==> src/rtl/cpu_defs_pkg.sv <==
// Shared encodings for the multi-cycle CPU control path:
// opcodes, ext codes, condition codes, FSM states and flag bit positions.
package cpu_defs_pkg;

  localparam logic [3:0] OP_RTYPE = 4'b0000;
  localparam logic [3:0] OP_ANDI  = 4'b0001;
  localparam logic [3:0] OP_ORI   = 4'b0010;
  localparam logic [3:0] OP_XORI  = 4'b0011;
  localparam logic [3:0] OP_MEM   = 4'b0100;
  localparam logic [3:0] OP_ADDI  = 4'b0101;
  localparam logic [3:0] OP_SUBI  = 4'b1001;
  localparam logic [3:0] OP_CMPI  = 4'b1011;
  localparam logic [3:0] OP_BCOND = 4'b1100;
  localparam logic [3:0] OP_MOVI  = 4'b1101;

  localparam logic [3:0] EXT_LOAD  = 4'b0000;
  localparam logic [3:0] EXT_STOR  = 4'b0100;
  localparam logic [3:0] EXT_JCOND = 4'b1100;

  localparam logic [3:0] ALU_ADD = 4'b0101;
  localparam logic [3:0] ALU_SUB = 4'b1001;
  localparam logic [3:0] ALU_CMP = 4'b1011;

  localparam logic [3:0] CC_EQ = 4'b0000;
  localparam logic [3:0] CC_NE = 4'b0001;
  localparam logic [3:0] CC_CS = 4'b0010;
  localparam logic [3:0] CC_CC = 4'b0011;
  localparam logic [3:0] CC_HI = 4'b0100;
  localparam logic [3:0] CC_LS = 4'b0101;
  localparam logic [3:0] CC_GT = 4'b0110;
  localparam logic [3:0] CC_LE = 4'b0111;
  localparam logic [3:0] CC_FS = 4'b1000;
  localparam logic [3:0] CC_FC = 4'b1001;
  localparam logic [3:0] CC_LO = 4'b1010;
  localparam logic [3:0] CC_HS = 4'b1011;
  localparam logic [3:0] CC_LT = 4'b1100;
  localparam logic [3:0] CC_GE = 4'b1101;
  localparam logic [3:0] CC_UC = 4'b1110;
  localparam logic [3:0] CC_NV = 4'b1111;

  localparam int FLAG_C = 4;
  localparam int FLAG_L = 3;
  localparam int FLAG_F = 2;
  localparam int FLAG_Z = 1;
  localparam int FLAG_N = 0;

  typedef enum logic [2:0] {
    S_FETCH, S_DECODE, S_EXEC, S_LOAD, S_STORE, S_BRANCH
  } state_t;

  typedef enum logic [2:0] {
    K_ALU, K_IMM, K_LOAD, K_STORE, K_BRANCH, K_NOP
  } kind_t;

  function automatic kind_t decode_kind(
    input logic [3:0] op,
    input logic [3:0] ext
  );
    kind_t k;
    k = K_NOP;
    case (op)
      OP_RTYPE: k = K_ALU;
      OP_ANDI, OP_ORI, OP_XORI, OP_ADDI,
      OP_SUBI, OP_CMPI, OP_MOVI: k = K_IMM;
      OP_BCOND: k = K_BRANCH;
      OP_MEM: begin
        case (ext)
          EXT_LOAD:  k = K_LOAD;
          EXT_STOR:  k = K_STORE;
          EXT_JCOND: k = K_BRANCH;
          default:   k = K_NOP;
        endcase
      end
      default: k = K_NOP;
    endcase
    return k;
  endfunction

endpackage

==> src/rtl/cpu_control_fsm_branch_cond_eval.sv <==
// Branch condition evaluator: maps a 4-bit condition code and the
// {C,L,F,Z,N} flags to a taken bit.
module branch_cond_eval
  import cpu_defs_pkg::*;
(
  input  logic [3:0] cond,
  input  logic [4:0] flags,
  output logic       taken
);

  logic c, l, f, z, n;

  assign c = flags[FLAG_C];
  assign l = flags[FLAG_L];
  assign f = flags[FLAG_F];
  assign z = flags[FLAG_Z];
  assign n = flags[FLAG_N];

  always_comb begin
    taken = 1'b0;
    unique case (cond)
      CC_EQ: taken = z;
      CC_NE: taken = ~z;
      CC_CS: taken = c;
      CC_CC: taken = ~c;
      CC_HI: taken = l;
      CC_LS: taken = ~l;
      CC_GT: taken = n;
      CC_LE: taken = ~n;
      CC_FS: taken = f;
      CC_FC: taken = ~f;
      CC_LO: taken = ~l & ~z;
      CC_HS: taken = l | z;
      CC_LT: taken = ~n & ~z;
      CC_GE: taken = n | z;
      CC_UC: taken = 1'b1;
      CC_NV: taken = 1'b0;
    endcase
  end

endmodule

==> src/rtl/cpu_control_fsm.sv <==
// Multi-cycle control FSM: fetch, decode and sequence regfile, ALU,
// memory and PC strobes for the 16-bit datapath.
module cpu_control_fsm
  import cpu_defs_pkg::*;
#(
  parameter int DATA_W   = 16,
  parameter int NREGS    = 16,
  parameter int GAME_REG = 15
) (
  input  logic              clk,
  input  logic              reset,
  input  logic [DATA_W-1:0] instr,
  input  logic              mem_ready,
  input  logic [4:0]        flags,
  output logic [NREGS-1:0]  reg_en,
  output logic [3:0]        src_sel,
  output logic [3:0]        dst_sel,
  output logic [3:0]        alu_op,
  output logic              use_imm,
  output logic [7:0]        imm8,
  output logic              wb_sel,
  output logic              flags_en,
  output logic              mem_addr_sel,
  output logic              mem_we,
  output logic              ir_load,
  output logic              pc_en,
  output logic              pc_load
);

  state_t            state, next;
  logic [DATA_W-1:0] ir;
  kind_t             kind;
  logic [3:0]        ex_op;
  logic              is_arith;
  logic              dst_ok;
  logic [NREGS-1:0]  dst_hot;
  logic              taken;

  assign src_sel = ir[3:0];
  assign dst_sel = ir[11:8];
  assign imm8    = ir[7:0];

  assign kind     = decode_kind(ir[15:12], ir[7:4]);
  assign is_arith = (kind == K_ALU) || (kind == K_IMM);
  assign ex_op    = (kind == K_IMM) ? ir[15:12] : ir[7:4];
  assign dst_ok   = (ir[11:8] != 4'(GAME_REG));
  assign dst_hot  = {{(NREGS-1){1'b0}}, 1'b1} << ir[11:8];

  // Both Bcond and Jcond carry their condition in the Rdest slot
  branch_cond_eval u_cond (
    .cond  (ir[11:8]),
    .flags (flags),
    .taken (taken)
  );

  always_ff @(posedge clk) begin
    if (reset) begin
      state <= S_FETCH;
      ir    <= '0;
    end else begin
      state <= next;
      if (ir_load) ir <= instr;
    end
  end

  always_comb begin
    next         = state;
    reg_en       = '0;
    alu_op       = '0;
    use_imm      = 1'b0;
    wb_sel       = 1'b0;
    flags_en     = 1'b0;
    mem_addr_sel = 1'b0;
    mem_we       = 1'b0;
    ir_load      = 1'b0;
    pc_en        = 1'b0;
    pc_load      = 1'b0;
    unique case (state)
      S_FETCH: begin
        if (mem_ready) begin
          ir_load = 1'b1;
          next    = S_DECODE;
        end
      end
      S_DECODE: begin
        unique case (kind)
          K_LOAD:   next = S_LOAD;
          K_STORE:  next = S_STORE;
          K_BRANCH: next = S_BRANCH;
          default:  next = S_EXEC;
        endcase
      end
      S_EXEC: begin
        if (is_arith) begin
          alu_op   = ex_op;
          use_imm  = (kind == K_IMM);
          flags_en = (ex_op == ALU_ADD) ||
                     (ex_op == ALU_SUB) ||
                     (ex_op == ALU_CMP);
          if (dst_ok && ex_op != ALU_CMP) reg_en = dst_hot;
        end
        pc_en = 1'b1;
        next  = S_FETCH;
      end
      S_LOAD: begin
        mem_addr_sel = 1'b1;
        if (mem_ready) begin
          wb_sel = 1'b1;
          if (dst_ok) reg_en = dst_hot;
          pc_en  = 1'b1;
          next   = S_FETCH;
        end
      end
      S_STORE: begin
        mem_addr_sel = 1'b1;
        mem_we       = 1'b1;
        if (mem_ready) begin
          pc_en = 1'b1;
          next  = S_FETCH;
        end
      end
      S_BRANCH: begin
        pc_load = taken;
        pc_en   = ~taken;
        next    = S_FETCH;
      end
      default: next = S_FETCH;
    endcase
  end

endmodule

==> config.mk <==
export PLATFORM = sky130hd
export DESIGN_NAME = cpu_control_fsm
export DESIGN_NICKNAME = d
export VERILOG_FILES = /design/src/rtl/cpu_defs_pkg.sv /design/src/rtl/cpu_control_fsm_branch_cond_eval.sv /design/src/rtl/cpu_control_fsm.sv
export SDC_FILE = /design/constraint.sdc
export NUM_CORES = 1
export LEC_CHECK = 0
export ABC_AREA = 0
export ABC_CLOCK_PERIOD_IN_PS = 2500
export BUFFER_PORTS_ARGS = -buffer_cell sky130_fd_sc_hd__buf_2
export CORE_MARGIN = 5
export CORE_UTILIZATION = 48
export CTS_BUF_LIST = sky130_fd_sc_hd__clkbuf_4 sky130_fd_sc_hd__clkbuf_8 sky130_fd_sc_hd__clkbuf_16
export DETAILED_ROUTE_END_ITERATION = 8
export HOLD_SLACK_MARGIN = 0.08
export PLACE_DENSITY = 0.78
export SYNTH_ARGS = -nofsm -noshare
export SYNTH_HDL_FRONTEND = slang
export SYNTH_HIERARCHICAL = 1
export SYNTH_SLANG_ARGS = --single-unit
==> constraint.sdc <==
create_clock -name clk -period 2.5 [get_ports clk]
set_input_delay 0.5 -clock clk [delete_from_list [all_inputs] [get_ports clk]]
set_output_delay 0.5 -clock clk [all_outputs]
set_load 0.1 [all_outputs]
Word-level counts from Yosys, hierarchy flattened
Cells that the tools add are included.
{"block": "word_totals", "reg_bits": 19, "out_inout_bits": 44, "wordCells": 93}
{"block": "classes", "n_eq_ne": 42, "n_shift": 1, "muxes": 26, "bitwise_logic": 10, "reduce_logical": 12}
{"op": "two-way mux 16 bit", "n": 4}
{"op": "== test 4 bit, second input constant", "n": 15}
{"op": "== test 4 x 3 -> 1 bit, second input constant", "n": 8}
{"op": "one-hot mux 16 bit (2 select lines)", "n": 1}
{"op": "one-hot mux 3 bit (3 select lines)", "n": 3}
{"op": "== test 4 x 2 -> 1 bit, second input constant", "n": 4}
{"op": "one-hot mux 1 bit (16 select lines)", "n": 1}
{"op": "left shift 1 x 4 -> 16 bit, first input constant", "n": 1}
{"op": "== test 3 x 2 -> 1 bit, second input constant", "n": 4}
{"op": "zero test 4 bit", "n": 3}
{"op": "two-way mux 4 bit", "n": 3}
{"op": "one-hot mux 3 bit (4 select lines)", "n": 1}
{"op": "two-way mux 1 bit", "n": 10}
{"op": "== test 3 bit, second input constant", "n": 3}
{"op": "== test 4 x 1 -> 1 bit, second input constant", "n": 2}
{"op": "!= test 4 bit, second input constant", "n": 2}
{"op": "OR reduction 7 bit", "n": 1}
{"op": "== test 3 x 1 -> 1 bit, second input constant", "n": 2}
{"op": "zero test 3 bit", "n": 2}
{"op": "two-way mux 3 bit", "n": 2}
{"op": "inverter 1 bit", "n": 6}
{"op": "logical OR 1 bit", "n": 3}
{"op": "one-hot mux 1 bit (3 select lines)", "n": 1}
{"op": "bitwise AND 1 bit", "n": 2}
{"op": "6 further kinds", "n": 7}

Depth between registers and ports, before layout
Gate-level depths: netlist of the first run.
{"block": "logic_depth", "ltp_word": 10, "ltp_mapped": 7, "depth_no_buf": 5}

Modules after synthesis
Netlist of the first run, hierarchy kept.
{"module": "cpu_control_fsm", "n_inst": 1, "cells_per_inst": 202, "area_per_inst_um2": 1448.9}
{"module": "branch_cond_eval", "n_inst": 1, "cells_per_inst": 23, "area_per_inst_um2": 183.9}

Worst setup path before layout of the first run
Ideal clock, no wire load.
{"block": "synth_path", "path_kind": "register to output", "startpoint": "register state[1]", "endpoint": "output use_imm", "t_arrival_ns": 3.539, "t_required_ns": 2.000, "slack_ns": -1.539, "path_stages_with_launch": 5, "n_path_buf": 2, "path_cell_list": "dfxtp_1 buf_2 nand2b_1 clkbuf_1 nor4_1"}
{"block": "synth_between", "elab_chain_len": 2}
{"element": "start: declaration", "line_no": "cpu_control_fsm.sv:30", "text": "state_t state, next;"}
{"element": "start signal: assignment", "line_no": "cpu_control_fsm.sv:61", "text": "state <= next;"}
{"element": "== test 3 x 2 -> 1 bit", "line_no": "cpu_control_fsm.sv:78", "text": "unique case (state)"}
{"element": "two-way mux 1 bit", "line_no": "cpu_control_fsm.sv:78"}
{"element": "end: declaration", "line_no": "cpu_control_fsm.sv:19", "text": "output logic use_imm,"}
No other way between the ends.

Final worst setup path of the first run
{"block": "layout_path", "startpoint": "register ir[15]", "endpoint": "output alu_op[1]"}
{"block": "layout_between", "elab_chain_len": 7, "word_cells_on_any_way": 18, "cone_classes": "10 x eq/ne; 4 x mux; 4 x reduce/logical"}
{"element": "start: declaration", "line_no": "cpu_control_fsm.sv:31", "text": "logic [DATA_W-1:0] ir;"}
{"element": "start signal: assignment", "line_no": "cpu_control_fsm.sv:62", "text": "if (ir_load) ir <= instr;"}
{"element": "== test 4 x 1 -> 1 bit (tied with other cells)", "line_no": "cpu_defs_pkg.sv:61", "text": "case (op)"}
{"element": "OR reduction 7 bit", "line_no": "cpu_defs_pkg.sv:61"}
{"element": "one-hot mux 3 bit (4 select lines) *", "line_no": "cpu_defs_pkg.sv:61"}
{"element": "== test 3 x 1 -> 1 bit / zero test 3 bit (equally long branches)", "line_no": "cpu_control_fsm.sv:44, cpu_control_fsm.sv:45"}
{"element": "two-way mux 4 bit / logical OR 1 bit (equally long branches)", "line_no": "cpu_control_fsm.sv:45, cpu_control_fsm.sv:44"}
{"element": "two-way mux 4 bit *", "line_no": "cpu_control_fsm.sv:94", "text": "if (is_arith) begin"}
{"element": "two-way mux 4 bit *", "line_no": "cpu_control_fsm.sv:78"}
{"element": "end: declaration", "line_no": "cpu_control_fsm.sv:18", "text": "output logic [3:0] alu_op,"}
Mark *: on every way between the ends. The rest lies on a longest branch, timed or not.

==> results of run 1 <==
[layout make-up]
type / instances / area [um^2] / area share (%)
Sequential cell: 19 / 405 / 14.3
Inverter: 6 / 22.5 / 0.793
Clock buffer: 3 / 22.5 / 0.793
Timing Repair Buffer: 101 / 973 / 34.3
Clock inverter: 1 / 5.00 / 0.176
Tap cell: 46 / 57.6 / 2.03
Multi-Input combinational cell: 167 / 1350 / 47.7
[metal layers]
metal	track usage, %	up-vias
met4	7.94	0
li1	-	918
met2	43.3	83
met1	27.3	893
met3	2.46	10
met5	0	-
[flip-flops by register name (all words and copies together), names as in the netlist]
signal / cells
state: 3
ir: 16
[worst max path at each step]
stage            endpoint                   from
6_report        alu_op[1]    ir[15]$_SDFFE_PP0P_
5_1_grt         alu_op[3]    ir[15]$_SDFFE_PP0P_
4_1_cts         alu_op[0]  state[2]$_SDFFE_PP0P_
2_1_floorplan    flags_en    ir[14]$_SDFFE_PP0P_
3_3_place_gp   reg_en[14]              mem_ready
3_5_place_dp   reg_en[12]              mem_ready
[power groups by stage]
| stage | combinational [mW] | sequential [mW] | clock [mW] |
|---|---|---|---|
| after floorplan | 0.447 | 0.352 | 0 |
| after global placement | 0.517 | 0.359 | 0 |
| after detailed placement | 0.528 | 0.362 | 0 |
| after CTS | 0.559 | 0.355 | 0.156 |
| after global routing | 0.617 | 0.357 | 0.170 |
| final | 0.587 | 0.354 | 0.156 |
[per-stage QoR]
step / power (mW) / setup WS (ps) / instances / hold WS, ps / TNS [ps]
6_report: 1.10 / -23.4 / 343 / 419 / -102
5_1_grt: 1.14 / -82.3 / 343 / 408 / -1340
4_1_cts: 1.07 / -24.1 / 338 / 415 / -69.0
3_5_place_dp: 0.889 / -175 / 324 / 459 / -1130
3_3_place_gp: 0.876 / -118 / 324 / 449 / -742
2_1_floorplan: 0.799 / -131 / 225 / 450 / -895
[logic make-up (layout without fill, tap and decap cells)]
logic type | after synthesis | count (layout)
buffers and inverters | 39 | 111
muxes | 3 | 3
xor gates and xnor gates | 2 | 2
other | 1 | 1
AOI/OAI and AO/OA | 59 | 59
and+or+nand+nor | 102 | 102
DFF | 19 | 19
[synthesized netlist by cell type (all sizes together), types with 3 or more instances]
library cell and n:
a211oi 3, a21oi 36, and3 4, buf 29
clkbuf 4, dfxtp 19, inv 6, mux2i 3
nand2 36, nand2b 7, nand3 15, nor2 6
nor2b 6, nor3 6, nor3b 7, o21ai 5
or3b 3
[what timing repair did]
item                                    in CTS  in global routing
setup buffers                               10                  5
hold buffers                                 0                  0
pin swaps                                    8                  8
resized for setup                           18                 23
endpoints found under the setup margin      19                 22
[critical path, stage by stage, from the launching register on]
cell	delay (ps)
sky130_fd_sc_hd__dfxtp_4	380
sky130_fd_sc_hd__buf_6	120
sky130_fd_sc_hd__o21ba_4	200
sky130_fd_sc_hd__or4_4	580
sky130_fd_sc_hd__nor3_4	240
sky130_fd_sc_hd__buf_12	200
==> results.md, run 1 <==
* Die area at approximately 4700 um^2
* Share of power burned in the clock network at 14.2%
* Period utilization at 101%
* Overall track demand over capacity in global routing at 23.3%
* Hold depth at 3
* Violated checks: setup timing
* Mean area per synthesized cell at 7.26 um^2
* PD cells at 386 nW/um^2
* Reg2Reg Capture Point: state[2]$_SDFFE_PP0P_
* Post-synth net total at 249
* Vias in the first global route at 1765
* Number of DRC violations after detailed routing at 0
* Number of buffers on the longest clock path at 2
* Area fraction in and, or, nand and nor cells after synthesis at between 30 and 40%
* Port buffer count at 66
* Cell area reported after detailed placement at 2580 um^2
* Compound-cell area share of the yosys netlist at 23.9%
* TritonCTS clock tree: built
* Number of cells on the worst reg-to-reg path at 5
* Amount of wire on met3 after detailed routing at between 200 and 300 um
* Cell area after technology mapping at 1630 um^2
* Remaining number of nets flagged by the antenna check after routing at 0
* Detailed placer's ending HPWL at 3650 um
* Crit Path Max Fanout at 5
* XOR/XNOR Fraction of Synth Area at 1.07%
* Final number of setup-violating endpoints at 7
* Final antenna diode count at 0
* Max rail drop VDD at between 0.3 and 0.4 mV
* Endpoint type of the worst setup path: output pin
* Biggest area consumer among synthesized cells: sky130_fd_sc_hd__dfxtp_1
* Setup repair after global routing missed its margin: yes
* Length of routed wiring on met1 at 2110 um
* Maximum Capacitance Violations at 0
* Total of fill cells in the finished design at 171
* First-pass GRT wire length at 8340 um
* Final cell utilization of the core at 85.8%
* Sum of met2 wire segment lengths after detailed routing at 2940 um
* Main combinational cell family by area after synthesis: simple AND/OR/NAND/NOR gates
* Vias per std cell at approximately 5.6
* Reg-to-reg critical path startpoint: ir[12]$_SDFFE_PP0P_
* Critical Path AT at 2020 ps
* Violation count after the first detailed-routing iteration at 85
* Final Routed Wirelength at 5430 um
* Flop2flop setup slack at approximately 700 ps
* Chip width at 68.3 um
* Fraction of final layout cells with drive strength greater than 1 at ~56%
* Uppermost metal layer occupied by signal nets: met4
* Number of flops mapped to enable cells by yosys at 0
* Pre-Repair DR Iteration Count at 7
* Final Instance Area at 2840 um^2
* Switching Share at 47.7%
* Count of final max-slew check failures at 0
* Chip Height at 68.3 um
* Terminating pin of the worst hold path: ir[8]$_SDFFE_PP0P_
* Net switching power at 0.524 mW
* Final GP Congestion at a little over 0.8
* Highest-count cells in the layout ignoring fill and taps: 43 x sky130_fd_sc_hd__buf_2, 35 x sky130_fd_sc_hd__nand2_1, 28 x sky130_fd_sc_hd__buf_4
* Launch point of the worst hold path: instr[8]
* Result of the run: finished, violations left
* Number of standard cells after synthesis at 225
* Slew Limit Headroom at 66.0%
* Worst skew pair latency at roughly 300 ps
* FMAX at between 300 and 400 MHz
* Area of the core at between 3000 and 4000 um^2
* Standard-cell rows at 21
* Boundary Pins at 68
* Vias at 1904
* Static leakage power at 1.13 nW
* Sequential share of power at 32.2%
* Sequential area share after synthesis at between 20% and 30%
* Routed length per placed instance at 15.8 um
* Part of the total power dissipated in combinational logic at 53.5%
* Arithmetic-cell share of the synthesized area counting full adders, half adders and majority gates at 0%
* NumNets Final at roughly 320
* Tmin final at 2520 ps
* Initial antenna violation count at 0
* Pin count of the biggest net entering global routing at 19
* Class of the most critical hold timing path: input pin to flop
* GR Overflow Total at 0
* Max H-tree Level at 1
* Sort of element at the start of the critical path: flop
* Worst Path Class, Setup: flop to output pin
* Yosys Warn Count at 6
* Starting density of the core at approximately half
* Number of buffers added by the clock tree synthesis step at 3
* Final worst setup slack at -23.4 ps
* Post-synth ARST share at 0%
* Biggest area contributors in the synthesized netlist: sky130_fd_sc_hd__dfxtp_1 23%, sky130_fd_sc_hd__a21oi_1 11%, sky130_fd_sc_hd__buf_4 8.7%
* Clock transition at path regs at 110 ps
* Count of different cell masters after synthesis at 52
* Most frequent standard cell in the layout excluding fill and tap cells: sky130_fd_sc_hd__buf_2
* Share of the synthesized area in the top cell type at between 20% and 30%
* Flip-flop and latch count after synthesis at 19
* Final hold violations at 0
* Critical Path RT at approximately 2000 ps
* TritonCTS Sinks at 19
* Buffer cell driving the clock tree root: sky130_fd_sc_hd__clkbuf_4
* Most instantiated flip-flop cell in the synthesis netlist: sky130_fd_sc_hd__dfxtp_1
* Signed area change from the synthesized netlist to the final layout at 73.9%
* Setup clock skew after layout at 3.29 ps
* Multiplexer area fraction after synthesis at between 1.5 and 2%
* Internal power consumption at 0.573 mW
* Transition time at the pin with the least slew margin at between 500 and 600 ps
Power figures use the tool's default switching activity.
==> inputs of run 2 (changes only) <==
CORE_UTILIZATION = 35   (was 48)
PLACE_DENSITY = 0.59   (was 0.78)
SETUP_SLACK_MARGIN = 0.3   (was default)
==> results.md, run 2 (synthesized netlist as in run 1, its figures left out) <==
* Result of the run: finished clean
* Launch point of the worst hold path: ir[3]$_SDFFE_PP0P_
* FMAX at 405 MHz (+2.2%)
* Busiest metal layer after global routing: met2
* Top Registers: ir x16, state x3
* Final hold violations at 0 (unchanged)
* Remaining number of nets flagged by the antenna check after routing at 0 (unchanged)
* Number of flip-flops in the largest register at 16 (unchanged)
* TritonCTS clock tree: built
* Chip Height at 78.3 um (+15%)
* Final worst setup slack at 31.6 ps (+55.0 ps)
* Flop2flop setup slack at 840 ps (+160 ps)
* NumNets Final at 320 (-0.62%)
* Vias in the first global route at 1663 (-5.8%)
* Clock transition at path regs at 70 ps (-40 ps)
* Tmin final at 2470 ps (-55.0 ps)
* Period utilization at 98.7% (-2.2 points)
* Area of the core at 4440 um^2 (+34%)
* Initial antenna violation count at 0 (unchanged)
* Setup clock skew after layout at 2.50 ps (-0.787 ps)
* Number of DRC violations after detailed routing at 0 (unchanged)
* Final instance count without filler cells at 347 (+1.2%)
* Highest-count cells in the layout ignoring fill and taps: 42 x sky130_fd_sc_hd__buf_2, 36 x sky130_fd_sc_hd__nand2_1, 27 x sky130_fd_sc_hd__buf_4
* Number of buffers added by the clock tree synthesis step at 3 (unchanged)
* Slew Limit Headroom at 66.6% (+0.65 points)
* Buffer cell driving the clock tree root: sky130_fd_sc_hd__clkbuf_8
* Chip width at 78.3 um (+15%)
* First-pass GRT wire length at 7700 um (-7.6%)
* Final Routed Wirelength at 5180 um (-4.6%)
* Met2 track utilization from global routing at 27.2% (-16 points)
* Global routing met1 resource utilization at 18.8% (-8.5 points)
* Most frequent standard cell in the layout excluding fill and tap cells: sky130_fd_sc_hd__buf_2
* Critical Path RT at 2000 ps (about the same)
* Signed area change from the synthesized netlist to the final layout at 79.3%
* Standard-cell rows at 24 (+14%)
* Port buffer count at 66 (unchanged)
* Max H-tree Level at 1 (unchanged)
* Class of the most critical hold timing path: flop to flop
* Final GP Congestion at 0.797 (-3.9%)
* Reg-to-reg critical path startpoint: state[0]$_SDFFE_PP0P_
* Count of final max-slew check failures at 0 (unchanged)
* Met3 Resource Use GR at 1.26% (-1.2 points)
* Violation count after the first detailed-routing iteration at 101 (+19%)
* Hold depth at 2 (-1)
* Crit Path Max Fanout at 15 (+10)
* Sum of negative setup slack at 0 ps (+102 ps)
* Boundary Pins at 68 (unchanged)
* Die area at 6130 um^2 (+31%)
* Final number of setup-violating endpoints at 0 (-7)
* Static leakage power at 1.11 nW (-1.4%)
* Maximum Capacitance Violations at 0 (unchanged)
* Pre-Repair DR Iteration Count at 4 (-3)
* Transition time at the pin with the least slew margin at 499 ps (-15.4 ps)
* Cts hold-fix bufs at 0 (unchanged)
* Terminating pin of the worst hold path: ir[3]$_SDFFE_PP0P_
* Min Hold Slack at 463 ps (+44.1 ps)
* Number of buffers on the longest clock path at 2 (unchanged)
* TritonCTS Sinks at 19 (unchanged)
* Critical Path AT at 1970 ps (-50 ps)
* Number of cells on the worst reg-to-reg path at 6 (+1)
* Overall track demand over capacity in global routing at 15.1% (-8.2 points)
* Cell Count Post-Placement at 330 (+1.9%)
* Starting density of the core at 36.7% (-13 points)
* Setup repair after global routing missed its margin: yes
* Endpoint type of the worst setup path: output pin
* Pin count of the biggest net entering global routing at 19 (unchanged)
* Detailed placer's ending HPWL at 3330 um (-8.9%)
* Reg2Reg Capture Point: ir[5]$_SDFFE_PP0P_
* GR Overflow Total at 0 (unchanged)
* Vias at 1840 (-3.4%)
* Max rail drop VDD at 0.401 mV (+7.8%)
* Routed length per placed instance at 14.9 um (-5.7%)
* Fraction of final layout cells with drive strength greater than 1 at 60.0% (+4.4 points)
* Worst skew pair latency at 250 ps (-50 ps)
* PD cells at 394 nW/um^2 (+2.0%)
* Total of fill cells in the finished design at 367 (+110%)
* Worst setup slack before clock tree synthesis at 57.0 ps (+232 ps)
* Tot Pwr at 1.15 mW (+5.1%)
* Sort of element at the start of the critical path: flop
* Biggest register: ir
* Final antenna diode count at 0 (unchanged)
* Vias per std cell at 5.30 (-4.5%)
* Worst Path Class, Setup: flop to output pin
==> run 2: changes by cell type in the layout (fill, tap and decap cells not counted), moves of 3 or more <==
cell	delta
sky130_fd_sc_hd__nand3_1	-14
sky130_fd_sc_hd__nand3_2	+12
sky130_fd_sc_hd__clkbuf_8	+3
sky130_fd_sc_hd__nor3b_1	+3
sky130_fd_sc_hd__nor3b_2	-3
==> run 2: where the power goes <==
group / internal, mW / switching [mW] / total [mW]
clock: 0.111 / 0.0958 / 0.206
sequential: 0.324 / 0.0295 / 0.353
combinational: 0.192 / 0.402 / 0.594
==> run 2: area by class of cell <==
cell class                      count  area, um^2  area share (%)
Multi-Input combinational cell    167        1420            48.5
Clock buffer                        3        41.3            1.41
Sequential cell                    19         404            13.8
Clock inverter                      1        5.00           0.171
Inverter                            6        25.0           0.855
Tap cell                           52        65.1            2.22
Timing Repair Buffer               99         966            33.0
==> run 2: worst max-delay path, stage by stage, from the launching register on <==
cell	delay [ps]
sky130_fd_sc_hd__dfxtp_4	350
sky130_fd_sc_hd__buf_4	160
sky130_fd_sc_hd__and4_4	200
sky130_fd_sc_hd__o41ai_4	230
sky130_fd_sc_hd__buf_6	260
sky130_fd_sc_hd__nand3_2	130
sky130_fd_sc_hd__a21oi_4	180
sky130_fd_sc_hd__buf_12	190
==> run 2: through the flow <==
step                      instance area (um^2)  utilization [%]
after floorplan                           1920                -
after global placement                    2380             53.7
after detailed placement                  2380             53.7
after CTS                                 2670             60.1
after global routing                      2930             65.9
final                                     2930             65.9
==> run 2: worst max path at each step <==
stage / startpoint / to / slack (ps)
floorplan: ir[14]$_SDFFE_PP0P_ / flags_en / -40
global placement: mem_ready / reg_en[13] / 70
detailed placement: flags[1] / pc_en / 60
CTS: ir[9]$_SDFFE_PP0P_ / pc_en / 20
global route: ir[10]$_SDFFE_PP0P_ / reg_en[10] / -50
finish: ir[10]$_SDFFE_PP0P_ / reg_en[10] / 30
==> run 2: repair_timing <==
item,CTS,global route
gates resized for setup,49,57
endpoints found under the hold margin,0,0
setup endpoints to repair,23,23
pin swaps,11,9
setup buffers,11,2
==> run 2: routing by layer <==
metal,part of all wire [%],up-vias,routed length (um)
li1,-,919,-
met5,0,-,0
met2,54,38,2780
met3,2.6,6,133
met4,1.7,0,89
met1,42,877,2180
==> inputs of run 3 (changes only) <==
ABC_CLOCK_PERIOD_IN_PS = 2200   (was 2500)
PLACE_DENSITY = 0.62   (was 0.59)
SETUP_SLACK_MARGIN = 0.02   (was 0.3)
clock period = 2.2 ns   (was 2.5 ns; I/O delays follow)
==> results.md, run 3 (synthesized netlist as in run 1, its figures left out) <==
* Max H-tree Level at 1 (unchanged)
* Detailed placer's ending HPWL at 3700 um (+11%)
* Remaining number of nets flagged by the antenna check after routing at 0 (unchanged)
* Static leakage power at 1.21 nW (+8.5%)
* Endpoint type of the worst setup path: output pin
* Pin count of the biggest net entering global routing at 19 (unchanged)
* Port buffer count at 66 (unchanged)
* Crit Path Max Fanout at 8 (-7)
* Tot Pwr at 1.36 mW (+18%)
* PD cells at 444 nW/um^2 (+13%)
* Chip Height at 78.3 um (unchanged)
* Max rail drop VDD at 0.334 mV (-17%)
* Setup clock skew after layout at 1.42 ps (-1.08 ps)
* Pre-Repair DR Iteration Count at 4 (unchanged)
* TritonCTS Sinks at 19 (unchanged)
* Count of final max-slew check failures at 0 (unchanged)
* Reg-to-reg critical path startpoint: state[0]$_SDFFE_PP0P_
* Most frequent standard cell in the layout excluding fill and tap cells: sky130_fd_sc_hd__buf_4
* Setup repair after global routing missed its margin: yes
* Flop2flop setup slack at 600 ps (-240 ps)
* Critical Path RT at 1760 ps (-240 ps)
* FMAX at 419 MHz
* Buffer cell driving the clock tree root: sky130_fd_sc_hd__clkbuf_8
* Worst skew pair latency at 260 ps (about the same)
* Highest-count cells in the layout ignoring fill and taps: 42 x sky130_fd_sc_hd__buf_4, 40 x sky130_fd_sc_hd__buf_2, 36 x sky130_fd_sc_hd__nand2_1
* Number of DRC violations after detailed routing at 0 (unchanged)
* GR Overflow Total at 0 (unchanged)
* Chip width at 78.3 um (unchanged)
* Top Registers: ir x16, state x3
* Sort of element at the start of the critical path: flop
* Biggest register: ir
* Cell Count Post-Placement at 353 (+7.0%)
* Final worst setup slack at -187 ps (-219 ps)
* Standard-cell rows at 24 (unchanged)
* Vias in the first global route at 1788 (+7.5%)
* Violation count after the first detailed-routing iteration at 66 (-35%)
* Overall track demand over capacity in global routing at 17.6% (+2.6 points)
* Cts hold-fix bufs at 0 (unchanged)
* Worst Path Class, Setup: flop to output pin
* Final Routed Wirelength at 5590 um (+7.9%)
* Fraction of final layout cells with drive strength greater than 1 at 59.0% (-1.0 points)
* Violated checks: setup timing
* Min Hold Slack at 401 ps (-62.2 ps)
* Tmin final at between 2000 and 2500 ps
* Number of buffers added by the clock tree synthesis step at 3 (unchanged)
* Final number of setup-violating endpoints at 22 (+22)
* Number of flip-flops in the largest register at 16 (unchanged)
* Worst setup slack before clock tree synthesis at -116 ps (-173 ps)
* Clock transition at path regs at 70 ps (about the same)
* Initial antenna violation count at 0 (unchanged)
* First-pass GRT wire length at 8750 um (+14%)
* Class of the most critical hold timing path: input pin to flop
* Result of the run: finished, violations left
* TritonCTS clock tree: built
* Hold depth at 3 (+1)
* Starting density of the core at 36.7% (unchanged)
* Launch point of the worst hold path: instr[15]
* Number of buffers on the longest clock path at 2 (unchanged)
* Vias at 1869 (+1.6%)
* Die area at 6130 um^2 (unchanged)
* Critical Path AT at 1950 ps (-20 ps)
* Area of the core at 4440 um^2 (unchanged)
* Routed length per placed instance at 15.4 um (+2.9%)
* NumNets Final at 337 (+5.3%)
* Signed area change from the synthesized netlist to the final layout at 87.0%
* Final antenna diode count at 0 (unchanged)
* Maximum Capacitance Violations at 0 (unchanged)
* Reg2Reg Capture Point: ir[14]$_SDFFE_PP0P_
* Final instance count without filler cells at 364 (+4.9%)
* Boundary Pins at 68 (unchanged)
* Terminating pin of the worst hold path: ir[15]$_SDFFE_PP0P_
* Period utilization at 109%
* Vias per std cell at 5.13 (-3.2%)
* Final hold violations at 0 (unchanged)
* Number of cells on the worst reg-to-reg path at 6 (unchanged)
* Final GP Congestion at 0.798 (about the same)
* Final cell utilization of the core at 68.7% (+2.8 points)
[run 3: worst max-delay path: stages, from the launching register on]
cell                      delay [ps]
sky130_fd_sc_hd__dfxtp_4         370
sky130_fd_sc_hd__and4_1          220
sky130_fd_sc_hd__o41ai_4         370
sky130_fd_sc_hd__buf_6           200
sky130_fd_sc_hd__nand3_1         130
sky130_fd_sc_hd__a21oi_4         180
sky130_fd_sc_hd__buf_12          190
[run 3: final cells by class]
class                           count  area, um^2
Timing Repair Buffer              116        1140
Clock inverter                      1        5.00
Fill cell                         339        1390
Clock buffer                        3        41.3
Inverter                            6        22.5
Tap cell                           52        65.1
Multi-Input combinational cell    167        1380
Sequential cell                    19         402
[run 3: how the worst max path moves through the flow]
stage / depth (start not counted) / slack (ps) / startpoint / to
2_1_floorplan: 4 / -370 / ir[14]$_SDFFE_PP0P_ / flags_en
3_3_place_gp: 6 / -60 / ir[15]$_SDFFE_PP0P_ / reg_en[7]
3_5_place_dp: 7 / -120 / ir[14]$_SDFFE_PP0P_ / reg_en[10]
4_1_cts: 6 / -200 / ir[9]$_SDFFE_PP0P_ / pc_load
5_1_grt: 6 / -280 / ir[9]$_SDFFE_PP0P_ / pc_load
6_report: 6 / -190 / ir[10]$_SDFFE_PP0P_ / reg_en[9]
[run 3: power breakdown]
| group | internal, mW | leakage [nW] | total (mW) | switching (mW) |
|---|---|---|---|---|
| clock | 0.126 | 0.0255 | 0.250 | 0.124 |
| combinational | 0.246 | 1.02 | 0.705 | 0.459 |
| sequential | 0.367 | 0.160 | 0.401 | 0.0342 |
| total | 0.739 | 1.21 | 1.36 | 0.617 |
[run 3: timing repair]
action | 4_1_cts | 5_1_grt
pin swaps | 10 | 3
buffers inserted | 6 | 0
endpoints found under the setup margin | 22 | 23
gates cloned | 0 | 1
gates resized for setup | 74 | 20
[run 3: metal layers]
layer / GRT usage, % / part of all wire [%]
met5: 0 / 0
met4: 6.12 / 2.3
met3: 2.75 / 3.0
met2: 32.4 / 54
met1: 20.7 / 41
[run 3: per-stage QoR]
stage / TNS (ps) / area, um^2
after global placement: -892 / 2610
after floorplan: -4530 / 1940
after global routing: -4760 / 3050
final: -3280 / 3050
after CTS: -3180 / 2960
after detailed placement: -1590 / 2610
